### src/rtl/tx_pkg.sv
// Shared codes between the transmit controller and the row read engine:
// source-select values and the read FSM state encoding.
`default_nettype none

package tx_pkg;

  localparam logic [1:0] PIC_NONE  = 2'd0;
  localparam logic [1:0] PIC_STAR  = 2'd1;
  localparam logic [1:0] PIC_LIGHT = 2'd2;
  localparam logic [1:0] PIC_TELEM = 2'd3;

  localparam logic [1:0] ST_IDLE  = 2'd0;
  localparam logic [1:0] ST_REQ   = 2'd1;
  localparam logic [1:0] ST_DRAIN = 2'd2;
  localparam logic [1:0] ST_DONE  = 2'd3;

endpackage

`default_nettype wire

### src/rtl/row_fifo.sv
// Synchronous FIFO with occupancy count; head word shown combinationally
// (zero while empty), so a write into an empty FIFO is visible next cycle.
`default_nettype none

module row_fifo #(
  parameter int DEPTH = 8,
  parameter int WIDTH = 16
) (
  input  logic                     clk,
  input  logic                     rst_n,
  input  logic                     wr_en,
  input  logic [WIDTH-1:0]         wr_data,
  input  logic                     rd_en,
  output logic [WIDTH-1:0]         rd_data,
  output logic                     empty,
  output logic [$clog2(DEPTH):0]   count
);

  localparam int AW = $clog2(DEPTH);
  localparam logic [AW:0] FULL_CNT = (AW + 1)'(DEPTH);

  logic [WIDTH-1:0] mem [DEPTH];
  logic [AW-1:0]    wr_ptr;
  logic [AW-1:0]    rd_ptr;
  logic             full;
  logic             do_wr;
  logic             do_rd;

  assign empty   = (count == '0);
  assign full    = (count == FULL_CNT);
  assign do_rd   = rd_en && !empty;
  // When full, the slot being read this cycle is the one written, so the pair is safe.
  assign do_wr   = wr_en && (!full || do_rd);
  assign rd_data = empty ? '0 : mem[rd_ptr];

  always_ff @(posedge clk or negedge rst_n) begin
    if (!rst_n) begin
      wr_ptr <= '0;
      rd_ptr <= '0;
      count  <= '0;
    end else begin
      if (do_wr) wr_ptr <= wr_ptr + 1'b1;
      if (do_rd) rd_ptr <= rd_ptr + 1'b1;
      case ({do_wr, do_rd})
        2'b10:   count <= count + 1'b1;
        2'b01:   count <= count - 1'b1;
        default: count <= count;
      endcase
    end
  end

  always_ff @(posedge clk) begin
    if (do_wr) mem[wr_ptr] <= wr_data;
  end

endmodule

`default_nettype wire

### src/rtl/row_read_engine.sv
// Reads one image row (or a telemetry block) from memory and streams it out
// through a small buffer, never issuing more reads than the buffer can hold.
`default_nettype none

module row_read_engine
  import tx_pkg::*;
#(
  parameter int          ROW_LEN    = 2048,
  parameter int          TELEM_LEN  = 64,
  parameter int          FIFO_DEPTH = 8,
  parameter logic [23:0] BASE_STAR  = 24'h000000,
  parameter logic [23:0] BASE_LIGHT = 24'h400000,
  parameter logic [23:0] BASE_TELEM = 24'h800000
) (
  input  logic        clk,
  input  logic        rst_n,
  input  logic        start_read,
  input  logic [10:0] row,
  input  logic [1:0]  picture_choose,
  output logic        read_done,
  output logic        rd_err,
  output logic        mem_req,
  output logic [23:0] mem_addr,
  input  logic        mem_gnt,
  input  logic        mem_rvalid,
  input  logic [15:0] mem_rdata,
  output logic [15:0] dout,
  output logic        dout_valid,
  output logic        dout_last,
  input  logic        dout_ready
);

  localparam int MAXLEN = (ROW_LEN > TELEM_LEN) ? ROW_LEN : TELEM_LEN;
  localparam int LW     = $clog2(MAXLEN + 1);
  localparam int CW     = $clog2(FIFO_DEPTH) + 1;
  localparam logic [CW:0] DEPTH_LIM = (CW + 1)'(FIFO_DEPTH);

  logic [1:0]    state;
  logic [10:0]   row_lat;
  logic [1:0]    sel_lat;
  logic [LW-1:0] len_lat;
  logic [LW-1:0] col;
  logic [LW-1:0] out_col;
  logic [LW-1:0] last_col;
  logic [CW-1:0] outstanding;
  logic [CW-1:0] fifo_count;
  logic          fifo_empty;
  logic          err_q;
  logic          nack_q;
  logic          grant;
  logic          ret_accept;
  logic          xfer;
  logic [23:0]   base;
  logic [23:0]   row_off;

  assign last_col   = len_lat - 1'b1;
  assign grant      = mem_req && mem_gnt;
  // Returns with nothing outstanding belong to a transfer killed by reset.
  assign ret_accept = mem_rvalid && (outstanding != '0);
  assign xfer       = dout_valid && dout_ready;

  // Buffered plus in-flight words never exceed the buffer depth.
  assign mem_req = (state == ST_REQ) &&
                   (((CW + 1)'(fifo_count) + (CW + 1)'(outstanding)) < DEPTH_LIM);

  always_comb begin
    base = 24'h000000;
    case (sel_lat)
      PIC_STAR:  base = BASE_STAR;
      PIC_LIGHT: base = BASE_LIGHT;
      PIC_TELEM: base = BASE_TELEM;
      default:   base = 24'h000000;
    endcase
  end

  assign row_off  = (sel_lat == PIC_TELEM) ? 24'h000000 : 24'(row_lat) * 24'(ROW_LEN);
  assign mem_addr = base + row_off + 24'(col);

  assign dout_valid = !fifo_empty;
  assign dout_last  = dout_valid && (out_col == last_col);
  assign read_done  = (state == ST_DONE) || nack_q;
  assign rd_err     = err_q;

  row_fifo #(
    .DEPTH (FIFO_DEPTH),
    .WIDTH (16)
  ) u_fifo (
    .clk     (clk),
    .rst_n   (rst_n),
    .wr_en   (ret_accept),
    .wr_data (mem_rdata),
    .rd_en   (dout_ready),
    .rd_data (dout),
    .empty   (fifo_empty),
    .count   (fifo_count)
  );

  always_ff @(posedge clk or negedge rst_n) begin
    if (!rst_n) begin
      state       <= ST_IDLE;
      row_lat     <= '0;
      sel_lat     <= PIC_NONE;
      len_lat     <= '0;
      col         <= '0;
      out_col     <= '0;
      outstanding <= '0;
      err_q       <= 1'b0;
      nack_q      <= 1'b0;
    end else begin
      err_q  <= start_read && ((state != ST_IDLE) || (picture_choose == PIC_NONE));
      nack_q <= start_read && (state == ST_IDLE) && (picture_choose == PIC_NONE);

      case ({grant, ret_accept})
        2'b10:   outstanding <= outstanding + 1'b1;
        2'b01:   outstanding <= outstanding - 1'b1;
        default: outstanding <= outstanding;
      endcase

      if (xfer) out_col <= out_col + 1'b1;

      case (state)
        ST_IDLE: begin
          if (start_read && (picture_choose != PIC_NONE)) begin
            row_lat <= row;
            sel_lat <= picture_choose;
            len_lat <= (picture_choose == PIC_TELEM) ? LW'(TELEM_LEN) : LW'(ROW_LEN);
            col     <= '0;
            out_col <= '0;
            state   <= ST_REQ;
          end
        end
        ST_REQ: begin
          if (grant) begin
            col <= col + 1'b1;
            if (col == last_col) state <= ST_DRAIN;
          end
        end
        ST_DRAIN: begin
          if (xfer && dout_last) state <= ST_DONE;
        end
        default: state <= ST_IDLE;
      endcase
    end
  end

endmodule

`default_nettype wire
### config.mk
export PLATFORM = sky130hd
export DESIGN_NAME = row_read_engine
export DESIGN_NICKNAME = d
export VERILOG_FILES = /design/src/rtl/tx_pkg.sv /design/src/rtl/row_fifo.sv /design/src/rtl/row_read_engine.sv
export SDC_FILE = /design/constraint.sdc
export NUM_CORES = 1
export LEC_CHECK = 0
export ABC_AREA = 0
export CELL_PAD_IN_SITES_DETAIL_PLACEMENT = 0
export CELL_PAD_IN_SITES_GLOBAL_PLACEMENT = 1
export CORE_ASPECT_RATIO = 1.25
export CORE_MARGIN = 8
export CORE_UTILIZATION = 48
export CTS_CLUSTER_SIZE = 28
export DETAILED_ROUTE_END_ITERATION = 10
export GPL_ROUTABILITY_DRIVEN = 0
export PLACE_DENSITY_LB_ADDON = 0.1
export SLEW_MARGIN = 20
export SYNTH_ARGS = -nofsm -noshare
export SYNTH_HDL_FRONTEND = slang
export SYNTH_SLANG_ARGS = --single-unit
### constraint.sdc
create_clock -name clk -period 3.1 [get_ports clk]
set_input_delay 0.775 -clock clk [delete_from_list [all_inputs] [get_ports clk]]
set_output_delay 0.775 -clock clk [all_outputs]
set_load 0.01 [all_outputs]
==> metrics.yaml, run 1 <==
place:
  port_buffers: 79
  dp_hpwl_mm: 10.6
  dpl_cell_area_sq_um: 9470
  place_worst_setup_slack_ns: 0.0884
global_route:
  grt_max_degree: 37
  grt_pass1_wl_mm: 27.1
  grt_util_all_layers: 0.161
  antenna_found_initial: 0
  grt-ovfl-total: 0
  grt_pass1_vias: 5126
cells_and_area:
  syn_to_final_growth_pct: 23.1
  fill_cells: 1348
  stdcell_area_sq_um: 10100
  utilization: 0.602
  fin_nets: 707
  antenna_cells: 0
  drive_gt1_frac: 0.202
clock_network:
  htreeDepth: 4
  clk_pin_slew_ns: 0.07
  cts_buffers: 17
  cts_hold_buffers: 0
  clockRootBuffer: "clkbuf_16"
  clk_path_buf_depth: 2
  cts_tree: "yes"
  clkLatencyLatePin_ns: 0.43
  clock-sinks: 185
run_status:
  status: "complete, no violations"
route:
  drt-initial-drc-count: 221
  wl_per_cell_microns: 18.9
  viasPerCell: 5.40
  firstDrtPassIters: 6
  num_vias: 4775
  finalWirelength_mm: 16.7
  ant_nets: 0
  drc: 0
worst_setup_path:
  path_class: "reg -> out"
  worstPathArrival_ns: 2.18
  required_ns: 2.32
  startpoint_type: "flop"
  path_max_fanout: 4
  endpoint_kind: "output port"
power:
  totalPowerFinal_mw: 9.26
  leakagePower_nw: 3.82
  power.density_nw_per_um2: 913
  p_seq_frac: 0.380
  pwr-share-clk: 0.238
  comb_power_share: 0.382
  p_int_mw: 6.20
  max-vdd-ir-drop_uv: 501
  p_sw_frac: 0.330
  net-switching-power_mw: 3.06
min_path:
  worstHoldPathType: "in -> async"
floorplanning:
  start_util: 0.489
  core_area_sq_um: 16800
  ios: 80
  die_w_microns: 133
  dieArea_sq_um: 21700
  rows: 53
  die_h_microns: 163
synthesis:
  ys_warn_count: 0
  ys_seq_area_frac: 0.639
  synth.largest_area_cell: "edfxtp_1"
  synth_edf_count: 128
  synth_ff_type: "edfxtp_1"
  synth_cells: 552
  synth_cell_type_count: 50
  syn_area_sq_um: 8240
  synthArstFlopShare: 0.308
  synthTopCellsByArea: "edfxtp_1, dfrtp_1, mux4_2"
  synth_area_per_cell_sq_um: 14.9
  synth_top_area_frac: 0.466
  synth_fp_nets: 608
  synth_seq_cells: 185
sta:
  period_minus_slack_ns: 2.95
  fmax_mhz: 338
  tns_ns: 0
  finalCritPeriodShare: 0.953
  timing.final.ws_setup_ns: 0.145
  drv_slew: 0
  hold_viol_final: 0
  fin_skew_ns: 0.0110
  setup_violations: 0
  slew-limit-headroom: 0.436
  tightest_slew_ns: 0.846
flow_run:
  cap_violations: 0
routing by layer:
layer | vias up | GRT usage | wire length, microns
li1 | 2253 | - | -
met1 | 2420 | 0.189 | 7150
met2 | 80 | 0.285 | 8700
met3 | 22 | 0.0389 | 563
met4 | 0 | 0.0547 | 264
met5 | - | 0 | 0
through the flow:
stage / cells / hold slack (ns)
floorplan: 552 / 0.471
global placement: 846 / 0.490
detailed placement: 846 / 0.488
CTS: 883 / 0.475
global route: 884 / 0.501
finish: 884 / 0.451
cells by family (layout without fill, tap and decap cells):
kind of cell	count (synthesis)	count (layout)	share of synthesized area
AO/OA/AOI/OAI	49	49	0.0437
XOR/XNOR	36	36	0.0382
adder cells (fa/ha/maj)	21	21	0.0337
buffers and inverters	53	165	0.0305
flip-flops	185	185	0.639
multiplexers	66	66	0.131
AND/OR/NAND/NOR	142	142	0.0836
cell usage in the layout, fill, tap and decap left out, types with 7 or more instances in the layout:
cell type,netlist,routed
o21ai_0,12,12
mux2_2,14,14
dfrtp_1,57,56
mux2i_1,19,19
nand3_1,13,13
clkbuf_16,0,17
nand4_1,7,7
a21oi_1,8,8
nor3_1,11,8
mux4_2,32,32
buf_12,0,9
nand2_1,30,29
edfxtp_1,128,128
xor2_1,20,20
inv_1,21,21
buf_4,12,22
xnor2_1,16,16
dlygate4sd2_1,0,20
clkdlybuf4s50_1,0,52
ha_1,19,17
nor2_1,48,48
power by group through the flow:
stage               sequential (mW)  clock, mW  combinational (mW)
CTS                            3.52       2.25                3.64
detailed placement             3.57          0                3.67
global placement               3.54          0                3.61
global route                   3.59       2.32                3.94
finish                         3.52       2.20                3.54
floorplan                      3.45          0                2.25
repair_timing:
item	in CTS	in global routing
setup buffers	3	1
pin swaps	0	1
cloned	2	0
endpoints found under the hold margin	0	0
endpoints found under the setup margin	26	10
gates resized for setup	41	8
Yosys cell counts, drive strengths merged, types with 3 or more instances:
| cell | number |
|---|---|
| and3 | 4 |
| or4 | 6 |
| xor2 | 20 |
| buf | 22 |
| mux2i | 19 |
| dfrtp | 57 |
| xnor2 | 16 |
| o41a | 3 |
| ha | 19 |
| mux4 | 32 |
| inv | 21 |
| o21ai | 12 |
| o211ai | 3 |
| edfxtp | 128 |
| a22o | 5 |
| nand4 | 7 |
| clkbuf | 10 |
| mux2 | 15 |
| a211oi | 3 |
| nor4b | 3 |
| nand2b | 6 |
| and2 | 5 |
| nand3 | 13 |
| nand2 | 30 |
| nor3 | 11 |
| a21oi | 8 |
| nor2 | 48 |
sequential cells by signal, indices dropped and copies added (netlist names):
register / flops
state: 2
sel_lat: 2
u_fifo.count: 4
u_fifo.wr_ptr: 3
row_lat: 11
u_fifo.rd_ptr: 3
nack_q: 1
outstanding: 4
col: 12
len_lat: 2
out_col: 12
u_fifo.mem: 128
rd_err: 1
path summary, 6_finish.rpt:
check,from,to,slack [ns],depth (start not counted)
hold / removal,rst_n,col[5]$_DFFE_PN0P_,0.45,1
min in group clk,row_lat[0]$_DFFE_PN0P_,row_lat[0]$_DFFE_PN0P_,0.51,1
setup / recovery,sel_lat[0]$_DFFE_PN0P_,mem_addr[19],0.15,12
setup reg to reg,u_fifo.count[3]$_DFFE_PN0P_,outstanding[3]$_DFFE_PN0P_,0.40,10
max in group asynchronous,rst_n,row_lat[10]$_DFFE_PN0P_,1.92,2
hold reg to reg,row_lat[0]$_DFFE_PN0P_,row_lat[0]$_DFFE_PN0P_,0.51,1
worst max-delay path, stage by stage, from the launching register on:
cell	delay, ns
dfrtp_1	0.39
nand2_2	0.08
and2_4	0.15
ha_4	0.14
ha_4	0.13
inv_1	0.04
nor3_1	0.16
buf_4	0.16
buf_4	0.10
nand2_1	0.05
xor2_1	0.14
nor2_1	0.09
buf_2	0.13
final cells by class:
cell class,count,area (sq um),area share
Timing Repair Buffer,112,1140,0.112
Tap cell,220,275,0.0271
Sequential cell,185,5270,0.519
Clock inverter,15,179,0.0176
Multi-Input combinational cell,314,2780,0.274
Inverter,21,78.8,0.00777
Clock buffer,17,425,0.0419
Power figures use the tool's default switching activity.
==> run 2, diff against run 1 <==
--- a/config.mk
+++ b/config.mk
@@ -10,11 +10,13 @@
 export CELL_PAD_IN_SITES_GLOBAL_PLACEMENT = 1
 export CORE_ASPECT_RATIO = 1.25
 export CORE_MARGIN = 8
-export CORE_UTILIZATION = 48
+export CORE_UTILIZATION = 53
 export CTS_CLUSTER_SIZE = 28
 export DETAILED_ROUTE_END_ITERATION = 10
+export DONT_BUFFER_PORTS = 1
 export GPL_ROUTABILITY_DRIVEN = 0
 export PLACE_DENSITY_LB_ADDON = 0.1
+export SKIP_LAST_GASP = 1
 export SLEW_MARGIN = 20
 export SYNTH_ARGS = -nofsm -noshare
 export SYNTH_HDL_FRONTEND = slang
==> metrics.yaml, run 2 (synthesis gave the netlist of run 1 again) <==
worst_setup_path:
  path_delay_family: "simple AND/OR/NAND/NOR gates"  # unchanged
  required_ns: 2.32  # about the same
  worst_r2r_startpoint: "u_fifo.count[3]$_DFFE_PN0P_"  # unchanged
  path_class: "reg -> out"  # unchanged
  r2r-end: "state[1]$_DFFE_PN0P_"  # was outstanding[3]$_DFFE_PN0P_
  cp_cell_sequence: "nand2_2, and2_1, ha_2, ha_2, inv_1, nor3_4, and2_4, a21oi_1, nor2b_2"  # was nand2_2, and2_4, ha_4, ha_4, inv_1, nor3_1, buf_4, buf_4, nand2_1, xor2_1, nor2_1, buf_2
  worstPathArrival_ns: 2.17  # was 2.18 ns
  endpoint_kind: "output port"  # unchanged
  crit_top_cell: "ha_2"
  r2r_setup_slack_ns: 0.51  # was 0.40 ns
  reg2reg_depth: 7  # was 10
  startpoint_type: "flop"  # unchanged
  cpMaxStageDelayCell: "dfrtp_2"  # was dfrtp_1
  cp_num_buf_inv: 1  # was 4
  slowest_delay_ns: 0.45  # was 0.39 ns
  path_max_fanout: 7  # was 4
cells_and_area:
  largestRegisters: "u_fifo.mem x128, col x12, out_col x12"  # unchanged
  antenna_cells: 0  # unchanged
  max_flop_register: "u_fifo.mem"  # unchanged
  syn_to_final_growth_pct: 11.4  # was 23.1%
  fill_cells: 1187  # was 1348
  fin_nets: 616  # was 707
  seq_area_sq_um: 5270  # about the same
  drive_gt1_frac: 0.211  # was 0.202
  multi_input_area_sq_um: 2790  # was 2780 sq um
  final_common_cell: "edfxtp_1"  # unchanged
  largest_reg_flops: 128  # unchanged
  final_cell_mix: "edfxtp_1, dfrtp_1, nor2_1, mux4_2, nand2_1"  # was edfxtp_1, dfrtp_1, clkdlybuf4s50_1, nor2_1, mux4_2
  final_cell_count_no_fill: 785  # was 884
place:
  dp_cells: 752  # was 846
  port_buffers: 0  # was 79
  dp_hpwl_mm: 9.95  # was 10.6 mm
route:
  viasPerCell: 5.66  # was 5.40
  wl_per_cell_microns: 20.0  # was 18.9 microns
  drt-initial-drc-count: 249  # was 221
  num_vias: 4447  # was 4775
  ant_nets: 0  # unchanged
  firstDrtPassIters: 4  # was 6
  drc: 0  # unchanged
  finalWirelength_mm: 15.7  # was 16.7 mm
floorplanning:
  die_h_microns: 155  # was 163 microns
  start_util: 0.536  # was 0.489
  core_area_sq_um: 15400  # was 16800 sq um
  ios: 80  # unchanged
  rows: 51  # was 53
  die_w_microns: 128  # was 133 microns
  dieArea_sq_um: 19800  # was 21700 sq um
sta:
  hold_viol_final: 0  # unchanged
  fin_skew_ns: 0.00644  # was 0.0110 ns
  setup_violations: 0  # unchanged
  finalCritPeriodShare: 0.950  # was 0.953
  tightest_slew_ns: 0.586  # was 0.846 ns
  rsz0062_at_grt: "false"
  drv_slew: 0  # unchanged
  slew-limit-headroom: 0.606  # was 0.436
  period_minus_slack_ns: 2.94  # was 2.95 ns
  fmax_mhz: 340  # was 338 MHz
clock_network:
  cts_tree: "yes"  # unchanged
  htreeDepth: 4  # unchanged
  clk_pin_slew_ns: 0.07  # about the same
  clkLatencyLatePin_ns: 0.43  # about the same
  clk_path_buf_depth: 2  # unchanged
  cts_buffers: 17  # unchanged
  clock-sinks: 185  # unchanged
  clockRootBuffer: "clkbuf_16"  # unchanged
run_status:
  status: "complete, no violations"  # unchanged
global_route:
  antenna_found_initial: 0  # unchanged
  grt-ovfl-total: 0  # unchanged
  grt_pass1_vias: 4663  # was 5126
  grt_util_all_layers: 0.167  # was 0.161
  grt_pass1_wl_mm: 24.9  # was 27.1 mm
  grt_max_degree: 58  # was 37
power:
  max-vdd-ir-drop_uv: 482  # was 501 uV
  power.density_nw_per_um2: 932  # was 913 nW/um^2
  totalPowerFinal_mw: 8.56  # was 9.26 mW
  leakagePower_nw: 3.38  # was 3.82 nW
flow_run:
  cap_violations: 0  # unchanged
min_path:
  worstHoldPathType: "in -> async"  # unchanged
## run 2: changes by cell type in the layout (fill, tap and decap cells not counted), moves of 3 or more
cell,before,now
inv_6,6,2
buf_2,4,0
buf_12,9,1
clkdlybuf4s50_1,52,0
nor2_1,48,45
dlygate4sd2_1,20,0
nor2_2,0,3
## run 2: worst max path at each step
stage | startpoint | end | slack [ns] | depth (start not counted)
after CTS | sel_lat[1]$_DFFE_PN0P_ | mem_addr[23] | -0.02 | 9
after global placement | sel_lat[1]$_DFFE_PN0P_ | mem_addr[23] | 0.36 | 9
after detailed placement | sel_lat[1]$_DFFE_PN0P_ | mem_addr[23] | 0.27 | 9
after global routing | u_fifo.rd_ptr[0]$_DFFE_PN0P_ | dout[14] | 0.005 | 4
final | sel_lat[1]$_DFFE_PN0P_ | mem_addr[23] | 0.16 | 9
after floorplan | mem_rvalid | u_fifo.mem[1][0]$_DFFE_PP_ | 0.10 | 4
## run 2: where the power goes
part / leakage [nW] / internal (mW) / switching, mW
logic: 1.21 / 1.26 / 1.54
registers: 1.88 / 3.17 / 0.392
clock network: 0.296 / 1.23 / 0.972
total: 3.38 / 5.66 / 2.91
## run 2: layout make-up
| class | instances | share of cell area |
|---|---|---|
| multi-input cells | 314 | 0.303 |
| repair buffers | 21 | 0.0185 |
| clock inverters | 14 | 0.0200 |
| inverters | 21 | 0.00858 |
| flip-flops and latches | 185 | 0.574 |
| clock buffers | 18 | 0.0467 |
| well taps | 212 | 0.0289 |
## run 2: timing repair
action / in CTS / in global routing
resized for setup: 3 / 11
buffers inserted: 0 / 1
pin swaps: 0 / 2
setup endpoints to repair: 8 / 9
hold buffers: 0 / 0
## run 2: routing by layer
metal | vias to the layer above | routed length, microns | track usage | share of wire
met5 | - | 0 | 0 | 0
met4 | 0 | 212 | 0.0591 | 0.014
met3 | 18 | 949 | 0.0558 | 0.060
met2 | 95 | 8760 | 0.301 | 0.56
met1 | 2263 | 5780 | 0.177 | 0.37
li1 | 2071 | - | - | -
## run 2: through the flow
step	util	instance area [sq um]	worst slack (ns)	TNS, ns	hold WS (ns)
4_1_cts	0.595	9150	-0.0158	-0.0158	0.0192
3_3_place_gp	0.554	8520	0.360	0	0.481
3_5_place_dp	0.554	8520	0.265	0	0.481
6_report	0.597	9190	0.156	0	0.0394
5_1_grt	0.597	9190	0.00541	0	0.0119
2_1_floorplan	-	8240	0.103	0	0.471
==> edit 1: new RTL, settings of run 2 <==
Change the parameter `ROW_LEN` from 2048 to 1024.
--- a/src/rtl/row_read_engine.sv
+++ b/src/rtl/row_read_engine.sv
@@ -5,7 +5,7 @@
 module row_read_engine
   import tx_pkg::*;
 #(
-  parameter int          ROW_LEN    = 2048,
+  parameter int          ROW_LEN    = 1024,
   parameter int          TELEM_LEN  = 64,
   parameter int          FIFO_DEPTH = 8,
   parameter logic [23:0] BASE_STAR  = 24'h000000,
Behaviour: not the same (Yosys sat finds a counterexample within 4 cycles, from zero or initial values and one cycle with rst_n low).
==> edit 1 against run 2 <==
- routed wire length about the same
- register-to-register slack got worse by 0.09 ns
- maximum frequency decreased by 2.5%
- final area decreased by 1.8%
- worst hold slack improved by 0.0017 ns
- setup slack got worse by 0.075 ns
- critical path depth decreased by 1
- area after synthesis decreased by 1.2%
- sequential cell count decreased by 2
- clock power decreased by 6%
- total power decreased by 8.0%
- largest power group unchanged
==> edit 1: results (changes against run 2) <==
detailed_routing:
  postRouteWirelength_um: 15700  # about the same
  drt_iter0_markers: 241  # was 249
  per_cell_routed_wire_length_um: 21.1  # was 20.0 um
  detailroute.wirelength.met2_um: 8590  # was 8760 um
  drt_pass1_iterations: 4  # unchanged
  wl_met1_um: 6050  # was 5780 um
  detailroute.wirelength.met3_um: 872  # was 949 um
  detail_route.vias_per_cell: 5.82  # was 5.66
global_route:
  grt_pass1_wl_um: 25100  # was 24,900 um
  grt_max_degree: 56  # was 58
  grt_util_all_layers_pct: 16.7  # about the same
  number_of_global_route_vias_before_repair: 4689  # was 4,663
worst_setup_path:
  crit_path_start: "sel_lat[0]"  # was sel_lat[1]
  endpoint: "mem_addr[20]"  # was mem_addr[23]
  critical_path_class: "reg -> out"  # unchanged
  reg2reg_setup_slack_ns: 0.42  # was 0.51 ns
  cp.arrival_ns: 2.24  # was 2.17 ns
  worstPathMaxFanout: 4  # was 7
  critical_path.reg2reg.endpoint: "outstanding[3]"  # was state[1]
  reg2reg_depth: 10  # was 7
place:
  dpl-instance-area_sq_um: 8400  # was 8520 sq um
  sum_of_net_half_perimeters_after_detailed_placement_um: 10200  # was 9950 um
  dpl.cell_count: 715  # was 752
sta:
  finalClockSkew_ns: 0.0114  # was 0.00644 ns
  worst_slew_margin_rel_pct: 64.5  # was 60.6%
  setup_viol_count_final: 0  # unchanged
synth:
  synth_fp_nets: 600  # was 608
  yosysSeqAreaShare_pct: 64.1  # was 63.9%
  synth_cell_types: 54  # was 50
  yosys-top-cells-area: "edfxtp_1 (47%), dfrtp_1 (17%), mux4_2 (8.8%), ha_1 (2.9%), mux2i_1 (2.3%)"  # was edfxtp_1 (47%), dfrtp_1 (17%), mux4_2 (8.7%), ha_1 (2.9%), mux2i_1 (2.3%)
  yosys_warnings: 0  # unchanged
  synthCells: 544  # was 552
  ranking_of_synthesized_cells_by_instance_count: "edfxtp_1 (128), dfrtp_1 (55), nor2_1 (46)"  # was edfxtp_1 (128), dfrtp_1 (57), nor2_1 (48)
  share_of_synthesized_flip_flops_with_an_asynchronous_set_or_reset_pct: 30.1  # was 30.8%
hold_path:
  holdCritPathClass: "in -> async"  # unchanged
finish:
  layout-drive-gt1-share_pct: 20.0  # was 21.1%
  largest_register_ffs: 128  # unchanged
  layout.nets: 608  # was 616
clocking:
  cts_hold_repair.buffers: 0  # unchanged
  cts.root.buffer_cell: "clkbuf_16"  # unchanged
  worst_skew_pair.late_latency_ns: 0.42
run_status:
  outcome: "completed"  # unchanged
power_and_ir_drop:
  vdd_ir_max_v: 0.000499  # was 0.000482 V
  p_leak_nw: 3.41  # was 3.38 nW
## edit 1: cell families after synthesis
group                      synth area share [%]
xor gates and xnor gates                   3.44
AOI/OAI and AO/OA                          4.12
adders and majority gates                  3.41
buffers and inverters                      2.80
muxes                                      12.9
DFF                                        64.1
and+or+nand+nor                            9.25
## edit 1: worst min path at each step
stage,end,cells past startpoint
after floorplan,u_fifo.wr_ptr[2],1
after global placement,col[0],0
after detailed placement,col[2],0
after CTS,col[2],0
after global routing,row_lat[2],0
final,outstanding[2],0
## edit 1: where the power goes
group | total (W) | switching [W] | internal, W
logic | 0.00240 | 0.00129 | 0.00110
registers | 0.00342 | 0.000346 | 0.00307
clock network | 0.00206 | 0.000939 | 0.00112
## edit 1: metrics by stage
stage,hold WS (ns),worst slack (ns)
final,0.0411,0.0814
after detailed placement,0.478,0.368
after floorplan,0.457,0.251
after global routing,0.00986,-0.00607
after global placement,0.479,0.405
after CTS,0.0184,0.00207
## edit 1: area by class of cell
class	instances	area, sq um
Clock buffer	17	425
Multi-Input combinational cell	314	2760
Inverter	17	63.8
Timing Repair Buffer	19	184
Clock inverter	14	139
Fill cell	1126	5990
Tap cell	182	228
Sequential cell	183	5220
## edit 1: layer usage
metal / up-vias / global-route usage [%]
met4: 0 / 7.16
met2: 84 / 29.6
met1: 2197 / 18.1
met3: 17 / 5.19
met5: - / 0
li1: 2040 / -
## edit 1: repair_timing
action,in CTS,in global routing
gates cloned,0,0
resized for setup,4,8
endpoints found under the setup margin,1,1
pin swaps,1,1
## edit 1: critical path, cell delays in order, from the launching register on
cell and delay, ns:
dfrtp_1 0.41, nand2_2 0.09, and2_4 0.15, ha_4 0.15, ha_4 0.14, and3_4 0.20, nand3_1 0.10, or3_4 0.40
a21oi_4 0.19
==> edit 2: new RTL, settings of run 2 <==
Made on the original files. Reset style: synchronous (`rst_n`), changed in 2 clocked blocks.
--- a/src/rtl/row_fifo.sv
+++ b/src/rtl/row_fifo.sv
@@ -33,7 +33,7 @@
   assign do_wr   = wr_en && (!full || do_rd);
   assign rd_data = empty ? '0 : mem[rd_ptr];
 
-  always_ff @(posedge clk or negedge rst_n) begin
+  always_ff @(posedge clk) begin
     if (!rst_n) begin
       wr_ptr <= '0;
       rd_ptr <= '0;
--- a/src/rtl/row_read_engine.sv
+++ b/src/rtl/row_read_engine.sv
@@ -95,7 +95,7 @@
     .count   (fifo_count)
   );
 
-  always_ff @(posedge clk or negedge rst_n) begin
+  always_ff @(posedge clk) begin
     if (!rst_n) begin
       state       <= ST_IDLE;
       row_lat     <= '0;
Check against the original RTL: differs if rst_n is asserted again (counterexample within 4 cycles, from zero or initial values and one cycle with rst_n low); with rst_n held inactive, the same outputs for 4 cycles.
==> edit 2 against run 2 <==
- sequential cell count increased by 3
- die area down 0.83%
- setup slack lost 0.024 ns
- sequential share of layout area down 2.0 points
- total power fell by 21%
- area after synthesis is 0.94% lower
- sequential power shrank 16%
- final cell count increased by 4.7%
- routed wire length increased by 0.65%
- final area shrank 0.83%
- critical endpoint is now mem_addr[17]
- largest power group unchanged
==> edit 2: results (changes against run 2) <==
power_and_ir_drop:
  vdd_ir_max_v: 0.000475  # was 0.000482 V
  p_leak_nw: 3.05  # was 3.38 nW
  power_frac_comb_pct: 23.3  # was 32.7%
  register_share_of_total_power_pct: 44.5  # was 41.6%
  internal-power_w: 0.00483  # was 0.00566 W
  powerComb_w: 0.00158  # was 0.00280 W
global_route:
  grt_util_all_layers_pct: 16.8  # was 16.7%
  grt_pass1_wl_um: 25500  # was 24,900 um
  met1_layer_usage_reported_by_global_route_pct: 18.0  # was 17.7%
  grt_util_met3_pct: 5.47  # was 5.58%
  grt_max_degree: 18  # was 58
  grtUsageMet2_pct: 30.4  # was 30.1%
place:
  dpl.cell_count: 790  # was 752
  sum_of_net_half_perimeters_after_detailed_placement_um: 10800  # was 9950 um
  place_worst_setup_slack_ns: 0.367  # was 0.265 ns
  dpl-instance-area_sq_um: 8470  # was 8520 sq um
detailed_routing:
  routed-via-count: 4787  # was 4,447
  detailroute.wirelength.met3_um: 982  # was 949 um
  per_cell_routed_wire_length_um: 19.2  # was 20.0 um
  drt_iter0_markers: 386  # was 249
  detailroute.wirelength.met2_um: 8490  # was 8760 um
  wl_met1_um: 6150  # was 5780 um
hold_path:
  holdCritPathClass: "in -> reg"  # was in -> async
run_status:
  outcome: "completed"  # unchanged
synth:
  synthCells: 614  # was 552
  synth_fp_nets: 671  # was 608
  ranking_of_synthesized_cells_by_instance_count: "edfxtp_1 (128), nor2_1 (66), dfxtp_1 (60)"  # was edfxtp_1 (128), dfrtp_1 (57), nor2_1 (48)
  synth-adder-area-share_pct: 3.55  # was 3.37%
  synth_compound_area_share_pct: 5.12  # was 4.37%
  muxShareOfSynthArea_pct: 11.2  # was 13.1%
  synth_cell_types: 54  # was 50
  yosysSeqAreaShare_pct: 61.8  # was 63.9%
  share_of_synthesized_flip_flops_with_an_asynchronous_set_or_reset_pct: 0  # was 30.8%
finish:
  layout-drive-gt1-share_pct: 17.3  # was 21.1%
  finalCoreUtilization_pct: 60.7  # was 59.7%
  finalNonFillerCells: 822  # was 785
  layout.nets: 685  # was 616
  final.fill_count: 1217  # was 1,187
worst_setup_path:
  cp.arrival_ns: 2.19  # was 2.17 ns
  critPathSlowestCell: "or3_1"  # was dfrtp_2
sta:
  tightest_slew_ns: 0.629  # was 0.586 ns
  setup_viol_count_final: 0  # unchanged
  finalClockSkew_ns: 0.0117  # was 0.00644 ns
clocking:
  ctsLongestPathBuffers: 2  # unchanged
  post_cts_resize_count: 1  # was 3
  cts.clk_slew.worst_paths_ns: 0.06
edit 2: cell count changes after synthesis, moves of 14 or more:
cell,delta
dfxtp_1,+60
nand2_1,+21
a21oi_1,+25
mux2_2,-14
dfrtp_1,-57
nor2_1,+18
edit 2: worst max-delay path, delay by kind of cell (launching register included):
kind / cells / cell delay [ns]
simple gates: 4 / 0.92
flops: 1 / 0.37
fa+ha+maj: 2 / 0.29
compound gates: 1 / 0.20
edit 2: final cells by class:
cell class                 instances  share of cell area (%)
sequential                       188                    55.4
multi-input combinational        373                    32.3
clock buffer                      20                    4.79
tap                              182                    2.50
timing repair buffer              28                    2.44
clock inverter                    11                    1.73
inverter                          20                   0.824
edit 2: final timing paths:
path / cells past startpoint / start / slack (ns) / end
worst max-delay path: 7 / sel_lat[1] / 0.13 / mem_addr[17]
worst min-delay path: 1 / picture_choose[0] / 0.42 / nack_q
worst max register to register: 10 / u_fifo.count[3] / 0.35 / outstanding[3]
worst min register to register: 2 / row_lat[0] / 0.47 / row_lat[0]
